===== src/rtl/speed_governor.sv =====
// rtl/speed_governor.sv - zone-limited speed governor with obstacle and failure-probability braking
// Optional build macro: SPEED_GOV_FAILSAFE_LATCH_EN (defined: FAILSAFE is left only by reset;
// undefined: FAILSAFE returns to RUN once stopped and fail_prob has dropped to the warning threshold).
module speed_governor #(
  parameter int SPEED_W      = 7,
  parameter int DIST_W       = 9,
  parameter int ZONE_W       = 4,
  parameter int ACCEL_STEP   = 1,
  parameter int DECEL_STEP   = 1,
  parameter int LIMIT_MARGIN = 10,
  parameter int WARN_THR     = 10,
  parameter int STOP_THR     = 50
) (
  input  logic              clk,
  input  logic              rst_n,
  input  logic              throttle,
  input  logic              brake,
  input  logic [ZONE_W-1:0] zone,
  output logic [ZONE_W-1:0] lim_addr,
  input  logic [SPEED_W-1:0] lim_data,
  input  logic [6:0]        fail_prob,
  input  logic [DIST_W-1:0] stop_dist,
  input  logic [DIST_W-1:0] obs_dist,
  output logic [SPEED_W-1:0] speed,
  output logic [2:0]        state,
  output logic              failsafe
);

  typedef enum logic [2:0] {
    S_INIT     = 3'd0,
    S_LOAD     = 3'd1,
    S_RUN      = 3'd2,
    S_LIM_WAIT = 3'd3,
    S_FAILSAFE = 3'd4
  } state_t;

  localparam logic [SPEED_W-1:0] ACC    = SPEED_W'(ACCEL_STEP);
  localparam logic [SPEED_W-1:0] DEC    = SPEED_W'(DECEL_STEP);
  localparam logic [SPEED_W-1:0] MARGIN = SPEED_W'(LIMIT_MARGIN);
  localparam logic [6:0]         WARN   = 7'(WARN_THR);
  localparam logic [6:0]         STOP   = 7'(STOP_THR);

  state_t             st;
  logic [SPEED_W-1:0] cur_lim;

  logic               stop_req;
  logic               warn_req;
  logic               obs_close;
  logic               over_lim;
  logic               zone_chg;
  logic [SPEED_W:0]   acc_sum;
  logic [SPEED_W-1:0] spd_dec;
  logic [SPEED_W-1:0] spd_acc;
  logic [SPEED_W-1:0] spd_run;
  logic [SPEED_W-1:0] spd_load;

  assign state = st;

  // Next-speed candidates and the RUN priority chain (limit, obstacle, warning, brake, throttle)
  always_comb begin
    stop_req  = fail_prob > STOP;
    warn_req  = fail_prob > WARN;
    obs_close = obs_dist < stop_dist;
    over_lim  = speed > cur_lim;
    zone_chg  = zone != lim_addr;
    spd_dec   = (speed < DEC) ? '0 : speed - DEC;
    acc_sum   = {1'b0, speed} + {1'b0, ACC};
    spd_acc   = (acc_sum > {1'b0, cur_lim}) ? cur_lim : acc_sum[SPEED_W-1:0];
    spd_load  = (lim_data < MARGIN) ? '0 : lim_data - MARGIN;
    if (over_lim || obs_close || warn_req || brake) begin
      spd_run = spd_dec;
    end else if (throttle) begin
      spd_run = spd_acc;
    end else begin
      spd_run = speed;
    end
  end

  // Governor FSM; every output is a flop updated here
  always_ff @(posedge clk or negedge rst_n) begin
    if (!rst_n) begin
      st       <= S_INIT;
      speed    <= '0;
      lim_addr <= '0;
      cur_lim  <= '0;
      failsafe <= 1'b0;
    end else begin
      case (st)
        S_INIT: begin
          lim_addr <= zone;
          st       <= S_LOAD;
        end
        S_LOAD: begin
          speed   <= spd_load;
          cur_lim <= lim_data;
          st      <= S_RUN;
        end
        S_RUN: begin
          if (stop_req) begin
            // Entering FAILSAFE already counts as the first braking cycle
            speed    <= spd_dec;
            failsafe <= 1'b1;
            st       <= S_FAILSAFE;
          end else begin
            speed <= spd_run;
            if (zone_chg) begin
              lim_addr <= zone;
              st       <= S_LIM_WAIT;
            end
          end
        end
        S_LIM_WAIT: begin
          // Limit is loaded even when escaping to FAILSAFE so cur_lim always matches lim_addr
          cur_lim <= lim_data;
          if (stop_req) begin
            speed    <= spd_dec;
            failsafe <= 1'b1;
            st       <= S_FAILSAFE;
          end else begin
            st <= S_RUN;
          end
        end
        S_FAILSAFE: begin
          speed <= spd_dec;
`ifdef SPEED_GOV_FAILSAFE_LATCH_EN
          st <= S_FAILSAFE;
`else
          if (speed == '0 && !warn_req) begin
            failsafe <= 1'b0;
            st       <= S_RUN;
          end
`endif
        end
        default: begin
          speed    <= '0;
          failsafe <= 1'b0;
          st       <= S_INIT;
        end
      endcase
    end
  end

endmodule


===== config.mk =====
export PLATFORM = sky130hd
export DESIGN_NAME = speed_governor
export DESIGN_NICKNAME = d
export VERILOG_FILES = /design/src/rtl/speed_governor.sv
export SDC_FILE = /design/constraint.sdc
export NUM_CORES = 1
export LEC_CHECK = 0
export CAP_MARGIN = 20
export CORE_MARGIN = 2
export CORE_UTILIZATION = 45
export DETAILED_ROUTE_END_ITERATION = 12
export HOLD_SLACK_MARGIN = 0.03
export PLACE_DENSITY = 0.78
export REMOVE_ABC_BUFFERS = 1
export SLEW_MARGIN = 20
export SYNTH_ARGS = -nofsm -noshare
export SYNTH_HDL_FRONTEND = slang
export SYNTH_SLANG_ARGS = --single-unit

===== constraint.sdc =====
create_clock -name clk -period 2.7 [get_ports clk]
set_clock_uncertainty 0.1 [all_clocks]
set_input_delay 0.675 -clock clk [delete_from_list [all_inputs] [get_ports clk]]
set_output_delay 0.675 -clock clk [all_outputs]
set_load 0.005 [all_outputs]

==> results by group <==
Run status
  – Outcome: finished with violations
  – Failing checks: setup timing

Yosys
  – Sequential area share after synthesis: 0.261
  – Synth async-reset ratio: 1.00
  – Mux cell area share after synthesis: 0.0647
  – Synth unique cells: 51
  – EDFF count, synth: 0
  – Compound-cell area share of the yosys netlist: 0.221
  – Syn Area/Cell: between 8 and 9 sq um
  – Cells after Synth: ~240
  – Synth Area in Simple Gates: 0.194
  – FF+latch count, synth: 22
  – Xor and xnor area share after synthesis: 0.0540
  – Mapped Area: between 0.002 and 0.0025 sq mm
  – YS warnings: 0
  – Largest family of logic cells by synthesized area: compound AO/OA/AOI/OAI gates
  – Post-Synth Adder-Cell Area: 0.154
  – Synth Flop Type: dfrtp_1

Detailed routing
  – Via Count: approximately 2,200
  – DRT Wirelength: between 6 and 7 mm
  – TritonRoute pass-1 iters: 4
  – Routed Antenna Nets: 0
  – Post-DR vias/cell: about 5.7
  – DR iter-0 viols: roughly 170
  – Drt wl/cell: around 16 um
  – Remaining DRCs: 0

STA
  – Final WS setup: -0.173 ns
  – Fmax: about 350 MHz
  – Slew Viols, Final: 0
  – Hold Violations, Final: 0
  – Rel. slew slack: 0.520
  – Hold WS: 0.447 ns
  – RSZ-0062 raised after global routing: yes
  – Setup violators final: 7
  – Worst-margin pin slew: 0.713 ns
  – Period utilization: 1.06
  – Min Tclk post-route: around 2.9 ns

Place
  – Placed inst area: between 0.002 and 0.003 sq mm
  – Placed cells: between 300 and 400
  – HPWL after DPL: 4.55 mm
  – Gpl congestion: ~0.94
  – # port buffers: 54

Clocking
  – Clock latency at the later pin of the worst-skew pair: about 0.26 ns
  – Post-CTS Hold Buffers: 0
  – Clock Path Buffers: 2
  – CTS buffer count: 3
  – Num Clock Sinks: 22
  – Clk slew on worst S/H paths: roughly 0.08 ns
  – CTS tree: done
  – Root Driver: clkbuf_8
  – H-Tree Depth: 1

Floorplan
  – Total die area: between 0.005 and 0.006 sq mm
  – Die height: 72.4 um
  – Rows: 24
  – I/O Pins: 55
  – Initial core utilization: 0.474
  – Die X-Extent: between 70 and 80 um
  – Core region area: 0.00444 sq mm

GRT
  – Vias in the first global route: around 2,100
  – Grt total ovfl: 0
  – Largest net degree at the start of global routing: 23
  – GRT Total Usage: 0.242
  – GR Util met1: 0.318
  – Met2 GRT Util: 0.419
  – Initial antenna violation count: 0
  – GR peak layer: met2
  – GR met3 Demand/Resource: 0.0333
  – Global-route wire length before repair: a little over 10 mm

Setup path
  – CP Cell Sequence: and3_1 -> nand3_4 -> xnor2_2 -> ha_1 -> nand3_2 -> nor4b_4 -> o21ai_2 -> nor2_4 -> buf_12 -> mux2i_1 -> o221ai_1 -> a22o_1
  – CP Data Required Time: 2.76 ns
  – Crit path max fanout: 6
  – Critical Path AT: around 2.9 ns
  – Crit-path leading delay family: simple AND/OR/NAND/NOR gates
  – Slowest cell on crit path: dfrtp_1
  – Kind of critical path: register to register
  – Critical Path Max Stage Delay: between 0.3 and 0.4 ns
  – Worst setup SP type: register
  – CP Capture Type: register
  – Buf/Inv on CP: 1

Pwr
  – Internal power: 0.00169 W
  – Sw frac: 0.444
  – Clock share of power: 0.068
  – Seq pwr share: 0.204
  – Net Switching: roughly 0.0014 W
  – Comb power frac: 0.728
  – Static Leak: around 1.5 nW
  – VDD IR max: approximately 0.56 mV
  – Power Density: a little under 1000 mW/mm^2

Layout
  – Inserted Diodes: 0
  – Post-Layout Cell Count: ~380
  – Final Cell Area: 0.00317 sq mm
  – # nets final: roughly 400
  – Area grow syn2layout: 50.5%
  – Layout cells sized above 1: 0.227

Worst hold path
  – Worst hold path class: register to register

Job
  – Max-cap violations: 0
==> logic make-up after synthesis <==
family | Yosys count
DFF | 22
and+or+nand+nor | 74
buffers and inverters | 26
AOI/OAI and AO/OA | 63
adders and majority gates | 26
xor gates and xnor gates | 13
muxes | 13
==> placed cells by master (no fill, tap or decap), drive strengths merged, types with 7 or more instances in the layout <==
cell	instances
xor2	7
dfrtp	22
buf	38
inv	20
a21oi	13
nand2	23
clkdlybuf4s50	44
nor2	7
ha	26
o21ai	12
dlygate4sd2	10
mux2i	8
==> area by class of cell <==
cell class	count	area, sq um
Tap cell	52	65.1
Timing Repair Buffer	92	837
Clock buffer	3	41.3
Multi-Input combinational cell	189	1600
Fill cell	345	1270
Sequential cell	22	551
Inverter	20	75.1
==> repair_timing <==
item	4_1_cts	5_1_grt
endpoints found under the setup margin	7	7
pin swaps	26	15
gates resized for setup	30	8
setup buffers	6	2
==> state kept, by name, summed over array words and instances (netlist names) <==
register and count:
lim_addr 4, speed 7, cur_lim 7, failsafe 1, state 3
==> worst paths after layout <==
check / startpoint / end / slack [ns] / depth (start not counted)
worst max-delay path: speed[4] / speed[3] / -0.17 / 12
worst min-delay path: failsafe / failsafe / 0.45 / 2
worst max register to register: speed[4] / speed[3] / -0.17 / 12
worst min register to register: failsafe / failsafe / 0.45 / 2
max in group asynchronous: rst_n / cur_lim[3] / 1.60 / 2
min in group asynchronous: rst_n / speed[6] / 0.66 / 2
==> synthesized netlist by cell type, types with 6 or more instances <==
master / count / share of area
xor2_1: 7 / 0.029
o21ai_0: 11 / 0.026
xnor2_1: 6 / 0.025
mux2i_1: 8 / 0.038
nor2_1: 6 / 0.011
nor2b_1: 6 / 0.018
inv_1: 20 / 0.036
o221ai_1: 6 / 0.025
nand2_1: 23 / 0.041
ha_1: 26 / 0.15
a21oi_1: 13 / 0.031
dfrtp_1: 22 / 0.26
a22o_1: 6 / 0.025
==> per-layer routing <==
| layer | vias to the layer above | wire [um] |
|---|---|---|
| met5 | - | 0 |
| met1 | 1018 | 2690 |
| met2 | 89 | 2980 |
| li1 | 1059 | - |
| met4 | 0 | 37 |
| met3 | 4 | 498 |
==> metrics by stage <==
stage,utilization,worst slack (ns),total power [W],TNS (ns)
after floorplan,-,-0.174,0.00177,-0.569
after global placement,0.657,-0.420,0.00251,-2.57
after detailed placement,0.657,-0.462,0.00256,-3.02
after CTS,0.698,-0.00448,0.00294,-0.00448
after global routing,0.713,-0.300,0.00329,-1.75
final,0.713,-0.173,0.00305,-0.697
==> power groups by stage <==
stage / logic [W] / clock network, W / registers (W)
final: 0.00222 / 0.000206 / 0.000622
after global routing: 0.00241 / 0.000231 / 0.000644
after CTS: 0.00211 / 0.000213 / 0.000615
after detailed placement: 0.00194 / 0 / 0.000617
after global placement: 0.00190 / 0 / 0.000607
after floorplan: 0.00113 / 0 / 0.000639
==> worst reg2reg max path: cells and delay by family, from the launching register on <==
kind,cells,cell delay [ns]
flip-flops,1,0.38
XOR/XNOR,1,0.16
adder cells (fa/ha/maj),1,0.32
AND/OR/NAND/NOR,5,0.95
AO/OA/AOI/OAI,3,0.48
buffers and inverters,1,0.14
multiplexers,1,0.25
No activity file was read; power rests on OpenSTA's default activity.
